===== src/rtl/ai_i2s_frame_fifo.sv =====
// Frame-in / word-out sample FIFO: whole NUM_CH frames are pushed, and words pop show-ahead in channel order.
// Zero-latency read of the head word; writes while full and reads while empty are dropped and flagged sticky.
module ai_i2s_frame_fifo #(
  parameter int DATA_WIDTH = 32,
  parameter int NUM_CH     = 2,
  parameter int DEPTH      = 16,
  localparam int LW = $clog2(DEPTH + 1),
  localparam int CW = (NUM_CH > 1) ? $clog2(NUM_CH) : 1
) (
  input  logic                         clk,
  input  logic                         rst,
  input  logic                         flush,
  input  logic                         wr_en,
  input  logic [NUM_CH*DATA_WIDTH-1:0] wr_data,
  output logic                         full,
  output logic                         almost_full,
  input  logic                         rd_en,
  output logic [DATA_WIDTH-1:0]        rd_data,
  output logic [CW-1:0]                rd_ch,
  output logic                         rd_last,
  output logic                         empty,
  output logic                         almost_empty,
  output logic [LW-1:0]                level,
  input  logic [LW-1:0]                af_thresh,
  input  logic [LW-1:0]                ae_thresh,
  input  logic                         err_clr,
  output logic                         overflow,
  output logic                         underflow
);

  localparam int PW = $clog2(DEPTH);
  localparam int FW = NUM_CH * DATA_WIDTH;

  logic [FW-1:0]         mem_q [DEPTH];
  logic [PW-1:0]         wr_ptr_q, wr_ptr_d;
  logic [PW-1:0]         rd_ptr_q, rd_ptr_d;
  logic [LW-1:0]         level_q, level_d;
  logic [CW-1:0]         rd_ch_q, rd_ch_d;
  logic                  overflow_q, overflow_d;
  logic                  underflow_q, underflow_d;

  logic                  wr_acc;
  logic                  rd_acc;
  logic                  pop;
  logic                  last_ch;
  logic [FW-1:0]         head_frame;
  logic [DATA_WIDTH-1:0] head_word;

  assign full         = (level_q == LW'(DEPTH));
  assign empty        = (level_q == '0);
  assign almost_full  = (level_q >= af_thresh);
  assign almost_empty = (level_q <= ae_thresh);
  assign level        = level_q;
  assign rd_ch        = rd_ch_q;
  assign last_ch      = (rd_ch_q == CW'(NUM_CH - 1));
  assign rd_last      = last_ch;
  assign overflow     = overflow_q;
  assign underflow    = underflow_q;

  // Flush swallows both ports for the cycle, so nothing is stored or consumed.
  assign wr_acc = wr_en & ~full & ~flush;
  assign rd_acc = rd_en & ~empty & ~flush;
  assign pop    = rd_acc & last_ch;

  always_comb begin
    head_frame = mem_q[rd_ptr_q];
    head_word  = '0;
    for (int k = 0; k < NUM_CH; k++) begin
      if (rd_ch_q == CW'(k)) begin
        head_word = head_frame[k*DATA_WIDTH +: DATA_WIDTH];
      end
    end
  end

  assign rd_data = empty ? '0 : head_word;

  always_comb begin
    wr_ptr_d    = wr_ptr_q;
    rd_ptr_d    = rd_ptr_q;
    level_d     = level_q;
    rd_ch_d     = rd_ch_q;
    overflow_d  = overflow_q;
    underflow_d = underflow_q;

    if (err_clr) begin
      overflow_d  = 1'b0;
      underflow_d = 1'b0;
    end

    if (flush) begin
      wr_ptr_d = '0;
      rd_ptr_d = '0;
      level_d  = '0;
      rd_ch_d  = '0;
    end else begin
      // Set wins over a simultaneous clear.
      if (wr_en & full) begin
        overflow_d = 1'b1;
      end
      if (rd_en & empty) begin
        underflow_d = 1'b1;
      end

      if (wr_acc) begin
        wr_ptr_d = (wr_ptr_q == PW'(DEPTH - 1)) ? '0 : wr_ptr_q + PW'(1);
      end

      if (rd_acc) begin
        if (last_ch) begin
          rd_ch_d  = '0;
          rd_ptr_d = (rd_ptr_q == PW'(DEPTH - 1)) ? '0 : rd_ptr_q + PW'(1);
        end else begin
          rd_ch_d = rd_ch_q + CW'(1);
        end
      end

      case ({wr_acc, pop})
        2'b10:   level_d = level_q + LW'(1);
        2'b01:   level_d = level_q - LW'(1);
        default: level_d = level_q;
      endcase
    end
  end

  always_ff @(posedge clk or posedge rst) begin
    if (rst) begin
      wr_ptr_q    <= '0;
      rd_ptr_q    <= '0;
      level_q     <= '0;
      rd_ch_q     <= '0;
      overflow_q  <= 1'b0;
      underflow_q <= 1'b0;
    end else begin
      wr_ptr_q    <= wr_ptr_d;
      rd_ptr_q    <= rd_ptr_d;
      level_q     <= level_d;
      rd_ch_q     <= rd_ch_d;
      overflow_q  <= overflow_d;
      underflow_q <= underflow_d;
    end
  end

  // Storage is deliberately left out of reset; empty masks stale contents.
  always_ff @(posedge clk) begin
    if (wr_acc) begin
      mem_q[wr_ptr_q] <= wr_data;
    end
  end

endmodule


===== config.mk =====
export PLATFORM = sky130hd
export DESIGN_NAME = ai_i2s_frame_fifo
export DESIGN_NICKNAME = d
export VERILOG_FILES = /design/src/rtl/ai_i2s_frame_fifo.sv
export SDC_FILE = /design/constraint.sdc
export NUM_CORES = 1
export LEC_CHECK = 0
export CORE_MARGIN = 2
export CORE_UTILIZATION = 61
export CTS_CLUSTER_SIZE = 12
export DETAILED_ROUTE_END_ITERATION = 6
export PLACE_DENSITY = 0.82
export SETUP_SLACK_MARGIN = 0.2
export SLEW_MARGIN = 20
export SYNTH_ARGS = -nofsm -noshare
export SYNTH_HDL_FRONTEND = slang
export SYNTH_SLANG_ARGS = --single-unit
export TNS_END_PERCENT = 20

===== constraint.sdc =====
create_clock -name clk -period 11.7 [get_ports clk]
set_input_delay 2.34 -clock clk [delete_from_list [all_inputs] [get_ports clk]]
set_output_delay 2.34 -clock clk [all_outputs]
set_load 0.005 [all_outputs]

Word-level counts from Yosys, hierarchy flattened
Memories as Yosys holds them, arrays and structs flattened.
Cells that the tools add are included.
{"block": "word_totals", "reg_bits": 16, "mem_bits_rw": 1024, "in_bits": 80, "wordCells": 57, "memories": 1}
{"name": "mem_q", "depth": 16, "width": 64, "read_ports": 1, "rd_clocked_by_memory_dff": 0, "wr": 1, "line_no": "34", "rtl": "logic [FW-1:0] mem_q [DEPTH];"}
{"block": "op_classes", "addsub": 5, "n_lt_le_gt_ge": 2, "n_eq_ne": 5, "muxes": 22, "bitwise_logic": 10, "n_reduce_logical": 6}
{"op": "$mux 32", "count": 2}
{"op": "$mux 4", "count": 7}
{"op": "$mux 1", "count": 11}
{"op": "$pmux 5 s2", "count": 1}
{"op": "$add 4x1->4 const B", "count": 2}
{"op": "$eq 4x4->1 const B", "count": 2}
{"op": "$and 1x1->1", "count": 7}
{"op": "$reduce_bool 2->1", "count": 3}
{"op": "$add 5x1->5 const B", "count": 1}
{"op": "$eq 5x5->1 const B", "count": 1}
{"op": "$ge 5x5->1", "count": 1}
{"op": "$le 5x5->1", "count": 1}
{"op": "$logic_not 5->1", "count": 1}
{"op": "$mux 5", "count": 1}
{"op": "$sub 5x1->5 const B", "count": 1}
{"op": "$not 1->1", "count": 3}
{"op": "$reduce_bool 3->1", "count": 1}
{"op": "$eq 2x1->1 const B", "count": 1}
{"op": "$eq 2x2->1 const B", "count": 1}
{"op": "$reduce_and 2->1", "count": 1}
{"op": "$add 1x1->1 const B", "count": 1}

Logic depth before layout (Yosys ltp)
{"block": "logic_depth", "word_depth": 8, "mapped_depth": 12}

Worst setup path before layout
No wires, ideal clock.
{"block": "synth_timing", "kind": "input to register", "startpoint": "input flush", "endpoint": "memory mem_q[15][0] (netlist bit), enable pin", "setup_ns": 0.644, "t_arrival_ns": 8.932, "required_time_ns": 11.056, "path_slack_ns": 2.124, "cell_stages": 3, "cell_sequence": "clkbuf_1 > clkbuf_1 > nor4_1"}
{"block": "synth_between", "elab_chain_cells": 4}
{"item": "start: declaration", "line_no": "12", "rtl": "input logic flush,"}
{"item": "$not 1->1", "line_no": "61", "rtl": "assign wr_acc = wr_en & ~full & ~flush;"}
{"item": "$and 1x1->1", "line_no": "61"}
{"item": "$mux 1", "line_no": "145", "rtl": "if (wr_acc) begin"}
{"item": "$mux 1 (not written as such)", "line_no": "146", "rtl": "mem_q[wr_ptr_q] <= wr_data;"}
{"item": "end: declaration", "line_no": "34"}
No other way between the ends.

Final worst setup path
{"block": "layout_timing", "startpoint": "register rd_ptr_q[1]", "endpoint": "output rd_data[6]"}
{"block": "layout_between", "elab_chain_cells": 3}
{"item": "start: declaration", "line_no": "36", "rtl": "logic [PW-1:0] rd_ptr_q, rd_ptr_d;"}
{"item": "start signal: assignment", "line_no": "135", "rtl": "rd_ptr_q <= rd_ptr_d;"}
{"item": "$mem_v2 16x64"}
{"item": "$mux 32", "line_no": "69", "rtl": "if (rd_ch_q == CW'(k)) begin"}
{"item": "$mux 32", "line_no": "75", "rtl": "assign rd_data = empty ? '0 : head_word;"}
{"item": "end: declaration", "line_no": "18", "rtl": "output logic [DATA_WIDTH-1:0] rd_data,"}
No other way between the ends.

==> flow_summary.ini <==
[logic_synthesis]
synth_async_sr_flop_share_pct = 1.54
synth_largest_type_area_fraction_pct = 76.2
mappedNetlistNets = 1876
synth_enable_flop_cells = 1024
synth_top_flop_cell = sky130_fd_sc_hd__edfxtp_1
synth_area_per_cell_um2 = 22.7
synth_top_area_cells = sky130_fd_sc_hd__edfxtp_1 76%, sky130_fd_sc_hd__mux4_2 14%, sky130_fd_sc_hd__mux2_2 2.5%
synth_top_area_cell = sky130_fd_sc_hd__edfxtp_1
netlist-cell-type-count = 51
synth-seq-area-share_pct = 77.2
yosys_warnings = 0
number_of_cells_produced_by_synthesis = 1779
syn_area_um2 = 40400
ys_seq_elements = 1040

[setup_path]
crit_path_end = rd_data[6]
cp_max_fo = 103
timing.reg2reg.worst_path_depth = 6
worstReg2RegEnd = mem_q[11][50]
sort_of_element_at_the_start_of_the_critical_path = register
worstSetupStartpoint = rd_ptr_q[1]
critical_path_required_ns = 9.36
worstSetupPathType = reg -> out
timing.rr.start = level[2]
type_of_destination_of_the_critical_path = primary output
rrSetupSlack_ns = 7.77
worst-endpoint-arrival_ns = 5.06

[clock_network]
clkSlewWorstSetupHoldPaths_ns = 0.06
cts_root_buffer = sky130_fd_sc_hd__clkbuf_16
cts_resized = 0
total_clock_buffers_created_by_cts = 101
ctsLongestPathBuffers = 3
cts_tree = done
cts.sinks = 1040
cts-hold-fix-buffers = 0
worst_skew_pair.late_latency_ns = 0.69
count_of_h_tree_levels_built_during_cts = 3
post-cts-setup-buffer-count = 0

[route]
vias = 20300
met3RoutedLength_um = 11500
detail_route.iter0.violations = 3232
detail_route.wl_per_cell_um = 34.7
postRouteAntennaNets = 0
met2_wirelength_um = 49700
highest-signal-layer = met5
dr.pass1.iters = 6
via_per_inst = 7.09
routed_wirelength_um = 99300
drt-met1-wl_um = 34700
remaining_routing_drc_violations = 0

[timing]
max_clock_freq_ghz = 0.135
timing.clock.skew_ns = 0.0430
timing.final.crit_period_ns = 7.40
fin_tns_setup_ns = 0
unrepaired_setup_endpoints_after_global_routing = false
finalCritPeriodShare_pct = 63.2
slew-limit-headroom_pct = 23.0
report.final.setup_viol = 0
timing.final.hold_violations = 0
tightest_slew_ns = 1.15
final_max_slew_viol_count = 0

[layout]
finish.net_count = 2038
final_layout_size_suffix_gt1_share_pct = 26.7
postLayoutCellArea_um2 = 45500
synthToLayoutAreaGrowth_pct = 12.6

[power_and_ir_drop]
power.share.sequential_pct = 55.3
power.leakage_nw = 13.8
power_frac_comb_pct = 5.7
switching_share_pct = 21.5
power.clock.fraction_pct = 38.9
switching_power_mw = 1.61
internal_power_mw = 5.87
pwr_density_cell_nw_per_um2 = 164
vdd_ir_drop_max_mv = 0.140

[floorplanning]
floorplan.io_pins = 125
die_area_um2 = 68200
start_util_pct = 61.5
die_h_um = 261
fp.dieW_um = 261
area_inside_the_core_boundary_um2 = 65600
core.rowCount = 94

[global_routing]
grt_pass1_wl_um = 144000
groute.usage.overall_pct = 29.8
number_of_global_route_vias_before_repair = 21100
grt_antenna_before_repair = 14
grt_start_max_net_pins = 131
grt_overflow = 0

[outcome]
outcome = complete, no violations

[hold_path]
worstHoldPathType = reg -> reg

[placement]
hpwlAfterDp_um = 47200
port_buffers = 124
placed_area_um2 = 42600
gp_routability_congestion = 0.798

[run]
drv.max_cap_violation_count = 0
synthesized netlist by cell type (3+ instances only):
cell                          n
sky130_fd_sc_hd__a21o_1       4
sky130_fd_sc_hd__a21oi_1     14
sky130_fd_sc_hd__a221oi_1     7
sky130_fd_sc_hd__a22oi_1     25
sky130_fd_sc_hd__a31oi_1     27
sky130_fd_sc_hd__and2_1      10
sky130_fd_sc_hd__buf_1       17
sky130_fd_sc_hd__buf_2       36
sky130_fd_sc_hd__buf_4        7
sky130_fd_sc_hd__buf_6        6
sky130_fd_sc_hd__clkbuf_1    36
sky130_fd_sc_hd__dfrtp_1     16
sky130_fd_sc_hd__edfxtp_1  1024
sky130_fd_sc_hd__ha_1        17
sky130_fd_sc_hd__inv_1       25
sky130_fd_sc_hd__mux2_2      89
sky130_fd_sc_hd__mux2i_1     10
sky130_fd_sc_hd__mux4_2     256
sky130_fd_sc_hd__nand2_1     39
sky130_fd_sc_hd__nand3_1      5
sky130_fd_sc_hd__nor2_1      22
sky130_fd_sc_hd__nor2b_1      3
sky130_fd_sc_hd__nor3_1       4
sky130_fd_sc_hd__nor4_1       7
sky130_fd_sc_hd__o21a_1       4
sky130_fd_sc_hd__o21ai_0      3
sky130_fd_sc_hd__o221ai_1    33
sky130_fd_sc_hd__o32ai_1      3
sky130_fd_sc_hd__xnor2_1      4
sky130_fd_sc_hd__xor2_1       4
critical path, cell delays in order, from the launching register on:
cell	delay, ns
sky130_fd_sc_hd__dfrtp_4	0.97
sky130_fd_sc_hd__buf_12	0.65
sky130_fd_sc_hd__buf_4	0.65
sky130_fd_sc_hd__mux4_2	0.60
sky130_fd_sc_hd__mux2_2	0.28
sky130_fd_sc_hd__o221ai_1	0.46
sky130_fd_sc_hd__a31oi_1	0.15
sky130_fd_sc_hd__clkdlybuf4s50_1	0.51
per-stage QoR:
| stage | hold slack, ns | cells | utilization, % | setup slack, ns | power (mW) |
|---|---|---|---|---|---|
| after floorplan | 0.508 | 1779 | - | 2.12 | 4.39 |
| after global placement | 0.509 | 2701 | 64.9 | 4.97 | 4.61 |
| after detailed placement | 0.528 | 2701 | 64.9 | 4.96 | 4.63 |
| after CTS | 0.536 | 2848 | 69.2 | 4.20 | 7.49 |
| after global routing | 0.560 | 2855 | 69.2 | 4.03 | 7.64 |
| final | 0.529 | 2859 | 69.3 | 4.30 | 7.48 |
flip-flops by register name, summed over array words and instances (netlist names):
name       count
rd_ptr_q       4
level          5
underflow      1
overflow       1
wr_ptr_q       4
rd_ch          1
mem_q       1024
routing by layer:
layer / global-route usage [%] / vias to the layer above
li1: - / 7870
met1: 40.2 / 10600
met2: 47.6 / 1539
met3: 6.78 / 249
met4: 12.7 / 10
met5: 0 / -
cells in the final DEF (no fill, tap or decap), types with 5 or more instances in the layout:
| cell | count |
|---|---|
| sky130_fd_sc_hd__diode_2 | 10 |
| sky130_fd_sc_hd__clkdlybuf4s50_1 | 124 |
| sky130_fd_sc_hd__nor2_1 | 17 |
| sky130_fd_sc_hd__dfrtp_1 | 11 |
| sky130_fd_sc_hd__mux2_2 | 89 |
| sky130_fd_sc_hd__mux2i_1 | 10 |
| sky130_fd_sc_hd__and2_4 | 8 |
| sky130_fd_sc_hd__buf_4 | 33 |
| sky130_fd_sc_hd__edfxtp_1 | 1024 |
| sky130_fd_sc_hd__clkinv_2 | 6 |
| sky130_fd_sc_hd__a21oi_1 | 14 |
| sky130_fd_sc_hd__mux4_2 | 256 |
| sky130_fd_sc_hd__inv_1 | 25 |
| sky130_fd_sc_hd__ha_1 | 17 |
| sky130_fd_sc_hd__nand2_1 | 38 |
| sky130_fd_sc_hd__o221ai_1 | 33 |
| sky130_fd_sc_hd__clkinv_1 | 9 |
| sky130_fd_sc_hd__a22oi_1 | 25 |
| sky130_fd_sc_hd__clkbuf_1 | 23 |
| sky130_fd_sc_hd__clkbuf_16 | 102 |
| sky130_fd_sc_hd__a31oi_1 | 27 |
| sky130_fd_sc_hd__nand3_1 | 5 |
| sky130_fd_sc_hd__a221oi_1 | 7 |
power by group through the flow:
stage	sequential, mW	clock [mW]	combinational, mW
4_1_cts	4.14	2.93	0.424
3_3_place_gp	4.21	0	0.402
6_report	4.14	2.91	0.429
3_5_place_dp	4.21	0	0.414
2_1_floorplan	4.21	0	0.183
5_1_grt	4.14	3.05	0.449
cells by family (layout without fill, tap and decap cells):
group                    count (synthesis)  after routing  share of synthesized area [%]
adder cells (fa/ha/maj)                 17             17                          0.527
AND/OR/NAND/NOR                        100            100                           1.17
other                                    0             10                              0
multiplexers                           355            355                           17.0
flip-flops                            1040           1040                           77.2
AO/OA/AOI/OAI                          132            132                           2.47
buffers and inverters                  127            333                           1.47
XOR/XNOR                                 8              8                          0.174
layout make-up:
cell class	count	area, um^2
fillers	3661	20200
clock inverters	22	169
clock buffers	125	2640
well taps	864	1080
multi-input cells	612	8710
inverters	25	93.8
repair buffers	161	1580
diodes	10	25.0
flip-flops and latches	1040	31200
how the worst min path moves through the flow:
stage                   start   endpoint  slack, ns  cells past startpoint
floorplan           underflow  underflow       0.51                      2
global placement    underflow  underflow       0.51                      2
detailed placement  underflow  underflow       0.53                      2
CTS                 underflow  underflow       0.54                      2
global route        underflow  underflow       0.56                      2
finish              underflow  underflow       0.53                      2
No activity file was read; power rests on OpenSTA's default activity.
